**src/rtl/iotile_config_loader.sv**
```systemverilog
// Serial configuration loader for the IO tile: shifts a bitstream LSB-first,
// passes overflow bits down the daisy chain and commits whole frames to config_out.
module iotile_config_loader #(
    parameter int CONFIG_WIDTH = 36
) (
    input  logic                    clock,
    input  logic                    reset,
    input  logic                    config_shift_en,
    input  logic                    config_bit_in,
    output logic                    config_bit_out,
    input  logic                    config_commit,
    output logic [CONFIG_WIDTH-1:0] config_out,
    output logic                    config_loaded,
    output logic                    frame_error
);

    localparam int CNT_W = $clog2(CONFIG_WIDTH + 1);
    localparam logic [CNT_W-1:0] CNT_FULL = CNT_W'(CONFIG_WIDTH);
    localparam logic [CNT_W-1:0] CNT_ONE  = CNT_W'(1);

    typedef enum logic [1:0] {
        EMPTY   = 2'd0,
        PARTIAL = 2'd1,
        FULL    = 2'd2
    } state_t;

    state_t                  state;
    state_t                  state_next;
    logic [CNT_W-1:0]        cnt;
    logic [CNT_W-1:0]        cnt_next;
    logic [CONFIG_WIDTH-1:0] sr;
    logic                    commit_ok;
    logic                    commit_bad;

    // state always mirrors cnt: EMPTY at 0, FULL at CONFIG_WIDTH, PARTIAL between
    always_ff @(posedge clock) begin
        if (reset) begin
            state <= EMPTY;
            cnt   <= '0;
        end else begin
            state <= state_next;
            cnt   <= cnt_next;
        end
    end

    always_comb begin
        state_next = state;
        cnt_next   = cnt;
        commit_ok  = 1'b0;
        commit_bad = 1'b0;
        if (config_commit) begin
            // commit judges the pre-edge frame; a concurrent shift starts the next one
            commit_ok  = (state == FULL);
            commit_bad = (state != FULL);
            if (config_shift_en) begin
                cnt_next   = CNT_ONE;
                state_next = PARTIAL;
            end else begin
                cnt_next   = '0;
                state_next = EMPTY;
            end
        end else if (config_shift_en && state != FULL) begin
            cnt_next   = cnt + CNT_ONE;
            state_next = (cnt + CNT_ONE == CNT_FULL) ? FULL : PARTIAL;
        end
    end

    always_ff @(posedge clock) begin
        if (reset) begin
            sr            <= '0;
            config_out    <= '0;
            config_loaded <= 1'b0;
            frame_error   <= 1'b0;
        end else begin
            if (config_shift_en) begin
                sr <= {config_bit_in, sr[CONFIG_WIDTH-1:1]};
            end
            if (commit_ok) begin
                config_out <= sr;
            end
            config_loaded <= commit_ok;
            if (commit_ok) begin
                frame_error <= 1'b0;
            end else if (commit_bad) begin
                frame_error <= 1'b1;
            end
        end
    end

    assign config_bit_out = sr[0];

endmodule

```
**config.mk**
```make
export PLATFORM = sky130hd
export DESIGN_NAME = iotile_config_loader
export DESIGN_NICKNAME = d
export VERILOG_FILES = /design/src/rtl/iotile_config_loader.sv
export SDC_FILE = /design/constraint.sdc
export NUM_CORES = 1
export LEC_CHECK = 0
export ABC_AREA = 1
export BUFFER_PORTS_ARGS = -buffer_cell sky130_fd_sc_hd__buf_2
export CAP_MARGIN = 10
export CELL_PAD_IN_SITES_DETAIL_PLACEMENT = 1
export CELL_PAD_IN_SITES_GLOBAL_PLACEMENT = 1
export CORE_ASPECT_RATIO = 2
export CORE_MARGIN = 4
export CORE_UTILIZATION = 37
export DETAILED_ROUTE_END_ITERATION = 7
export PLACE_DENSITY = 0.77
export REMOVE_ABC_BUFFERS = 1
export SLEW_MARGIN = 40
export SYNTH_ARGS = -nofsm -noshare
export SYNTH_HDL_FRONTEND = slang
export SYNTH_SLANG_ARGS = --single-unit
```
**constraint.sdc**
```tcl
create_clock -name clock -period 1.3 [get_ports clock]
set_input_delay 0.065 -clock clock [delete_from_list [all_inputs] [get_ports clock]]
set_output_delay 0.065 -clock clock [all_outputs]
set_load 0.02 [all_outputs]
```
==> impl_metrics.env <==
export IMPL_leakagePower_nw=1.637
export IMPL_drtIter0Drc=64
export IMPL_placedCellCount=496
export IMPL_grt_usage=0.1644
export IMPL_hold_depth=2
export IMPL_drive_gt1_frac=0.2139
export IMPL_antenna_found_initial=0
export IMPL_grt_pass1_wl_um=12520
export IMPL_drt_pass1_iterations=3
export IMPL_overflow=0
export IMPL_hold_class="primary input to register"
export IMPL_die_width_um=72.13
export IMPL_die_area_sq_um=9827
export IMPL_worst_setup_path_start_kind="register"
export IMPL_worstHoldEndpoint="state[0]"
export IMPL_clockBufferDepth=2
export IMPL_slew_violations=0
export IMPL_cp_end_kind="register"
export IMPL_finalCriticalPeriod_ns=1.192
export IMPL_cts_buffers=9
export IMPL_worst_r2r_path_depth=8
export IMPL_n_fill_cell=978
export IMPL_crit_fanout=4
export IMPL_clock_latency_ns=0.33
export IMPL_num_vias=2532
export IMPL_r2r_end="state[0]"
export IMPL_drcViolationCount=0
export IMPL_dpl_hpwl_um=5030
export IMPL_synth_seq_area_share=0.5395
export IMPL_gp_congestion=0.6961
export IMPL_port_buffers=43
export IMPL_fin_cells=512
export IMPL_clkTransAtPathRegs_ns=0.06
export IMPL_ys_ff_latch=82
export IMPL_start_util=0.3804
export IMPL_final_area_sq_um=3597
export IMPL_syn_avg_cell_area_sq_um=8.180
export IMPL_antenna_left=0
export IMPL_syn_area_sq_um=3043
export IMPL_cts_hold_buf=0
export IMPL_design_core_area_sq_um=8000
export IMPL_drv_cap=0
export IMPL_r2r_slack_ns=0.11
export IMPL_synth_edf_count=0
export IMPL_wl_per_cell_um=14.26
export IMPL_cts_tree="yes"
export IMPL_die_height_um=136.3
export IMPL_core_rowCount=46
export IMPL_grt_pass1_vias=2716
export IMPL_max_slew_margin=0.7383
export IMPL_arrival_ns=1.41
export IMPL_post_drt_via_cell_ratio=4.945
export IMPL_ys_types=27
export IMPL_hold_path_startpoint="reset"
export IMPL_antenna_cells=0
export IMPL_setup_viol=0
export IMPL_status="finished, final reports clean"
export IMPL_nets=418
export IMPL_rsz0062_at_grt="false"
export IMPL_grt_max_degree=52
export IMPL_max_freq_ghz=0.8389
export IMPL_ir_drop_v=0.0008702
export IMPL_routed_wl_um=7301
export IMPL_finalClockSkew_ns=0.005259
export IMPL_async_reset_ff_frac=0
export IMPL_worst_slew_pin_slew_ns=0.3925
export IMPL_placed_area_sq_um=3287
export IMPL_syn_inst=372
export IMPL_crit_reg2reg_launch="cnt[1]"
export IMPL_pwr_density_cell_nw_per_um2=1484
export IMPL_clkSinkCount=82
export IMPL_criticalPathCategory="register to register"
export IMPL_io_pins=44
export IMPL_hold_viol=0
export IMPL_cts_root_buf="clkbuf_16"
export IMPL_post_route_period_util=0.9169
export IMPL_cp_required_ns=1.52
export IMPL_h_tree_depth=3
export IMPL_area_growth_pct=18.22
export IMPL_synth_ff_type="dfxtp_1"
export IMPL_synth_warnings=0
critical path: stages, from the launching register on:
cell	delay, ns
dfxtp_2	0.35
ha_4	0.15
nand3_1	0.07
nand2_1	0.07
nand2_1	0.07
nor2_1	0.14
nand3_2	0.10
nand2_2	0.07
a21oi_2	0.04
layout by cell type, fill, tap and decap left out, types with 2 or more instances in the layout:
master     count
dfxtp_1       79
nand2_1       67
nor2_1        47
buf_2         43
nand3_1       41
o21ai_0       40
inv_1         21
a21oi_1       21
clkbuf_16      9
o21ai_2        7
buf_4          6
inv_2          3
nand2_2        3
o21ai_1        3
clkbuf_8       3
dfxtp_2        3
nor2_2         2
clkinv_2       2
clkbuf_1       2
repair_timing:
action                     in CTS  in global routing
buffers inserted                0                  0
setup endpoints to repair      24                  9
pin swaps                       0                  3
resized for setup               1                  9
synth_stat cells, drive strengths merged, types with 2 or more instances:
cell type / number / area, sq um
dfxtp: 82 / 1642
nand2: 71 / 279.0
nor2: 50 / 197.7
o21ai: 50 / 276.5
nand3: 42 / 215.2
inv: 26 / 102.6
a21oi: 22 / 113.9
buf: 16 / 133.9
clkbuf: 6 / 22.52
ha: 2 / 25.02
flip-flops by register name, summed over array words and instances, names as in the netlist:
name,count
cnt,6
config_loaded,1
config_out,36
frame_error,1
sr,36
state,2
routing by layer:
| metal | part of all wire | track usage | routed length [um] | vias to the layer above |
|---|---|---|---|---|
| li1 | - | - | - | 1280 |
| met1 | 0.39 | 0.1703 | 2871 | 1210 |
| met2 | 0.55 | 0.2939 | 4022 | 31 |
| met3 | 0.033 | 0.04367 | 242 | 11 |
| met4 | 0.023 | 0.08577 | 165 | 0 |
| met5 | 0 | 0 | 0 | - |
power breakdown:
group          switching (mW)  leakage [nW]  internal, mW  total (mW)
Combinational           0.199         0.824        0.0912       0.291
Clock                   0.949         0.143          1.44        2.39
Sequential             0.0525         0.671          2.60        2.65
Total                    1.20          1.64          4.14        5.34
cell type report:
cell class	count	area, sq um	area share
sequential	82	1645	0.4574
multi-input combinational	242	1160	0.3224
timing repair buffer	50	280.3	0.07791
clock buffer	14	274.0	0.07617
tap	96	120.1	0.03339
inverter	26	107.6	0.02991
clock inverter	2	10.01	0.002783
cells by family after synthesis:
family | share of synthesized area
and+or+nand+nor | 0.2311
DFF | 0.5395
AOI/OAI and AO/OA | 0.1332
xor gates and xnor gates | 0.002879
adders and majority gates | 0.008222
buffers and inverters | 0.08512
metrics by stage:
stage / utilization / TNS [ns] / hold slack (ns) / power [mW] / setup slack, ns
after detailed placement: 0.4109 / -0.05909 / 0.3702 / 2.999 / -0.02124
after global placement: 0.4109 / 0 / 0.3609 / 2.980 / 0.04289
after CTS: 0.4467 / 0 / 0.01309 / 5.393 / 0.009387
after floorplan: - / 0 / 0.1274 / 2.868 / 0.08424
final: 0.4496 / 0 / 0.02260 / 5.338 / 0.1080
after global routing: 0.4496 / 0 / 0.03717 / 5.559 / 0.005070
worst max path at each step:
| stage | startpoint | endpoint | slack, ns |
|---|---|---|---|
| after global routing | state[0] | config_out[18] | 0.005 |
| after CTS | cnt[0] | state[0] | 0.009 |
| after detailed placement | state[0] | config_out[25] | -0.02 |
| after floorplan | cnt[0] | state[0] | 0.08 |
| final | cnt[1] | state[0] | 0.11 |
| after global placement | state[0] | config_out[35] | 0.04 |
No activity file was read; power rests on OpenSTA's default activity.
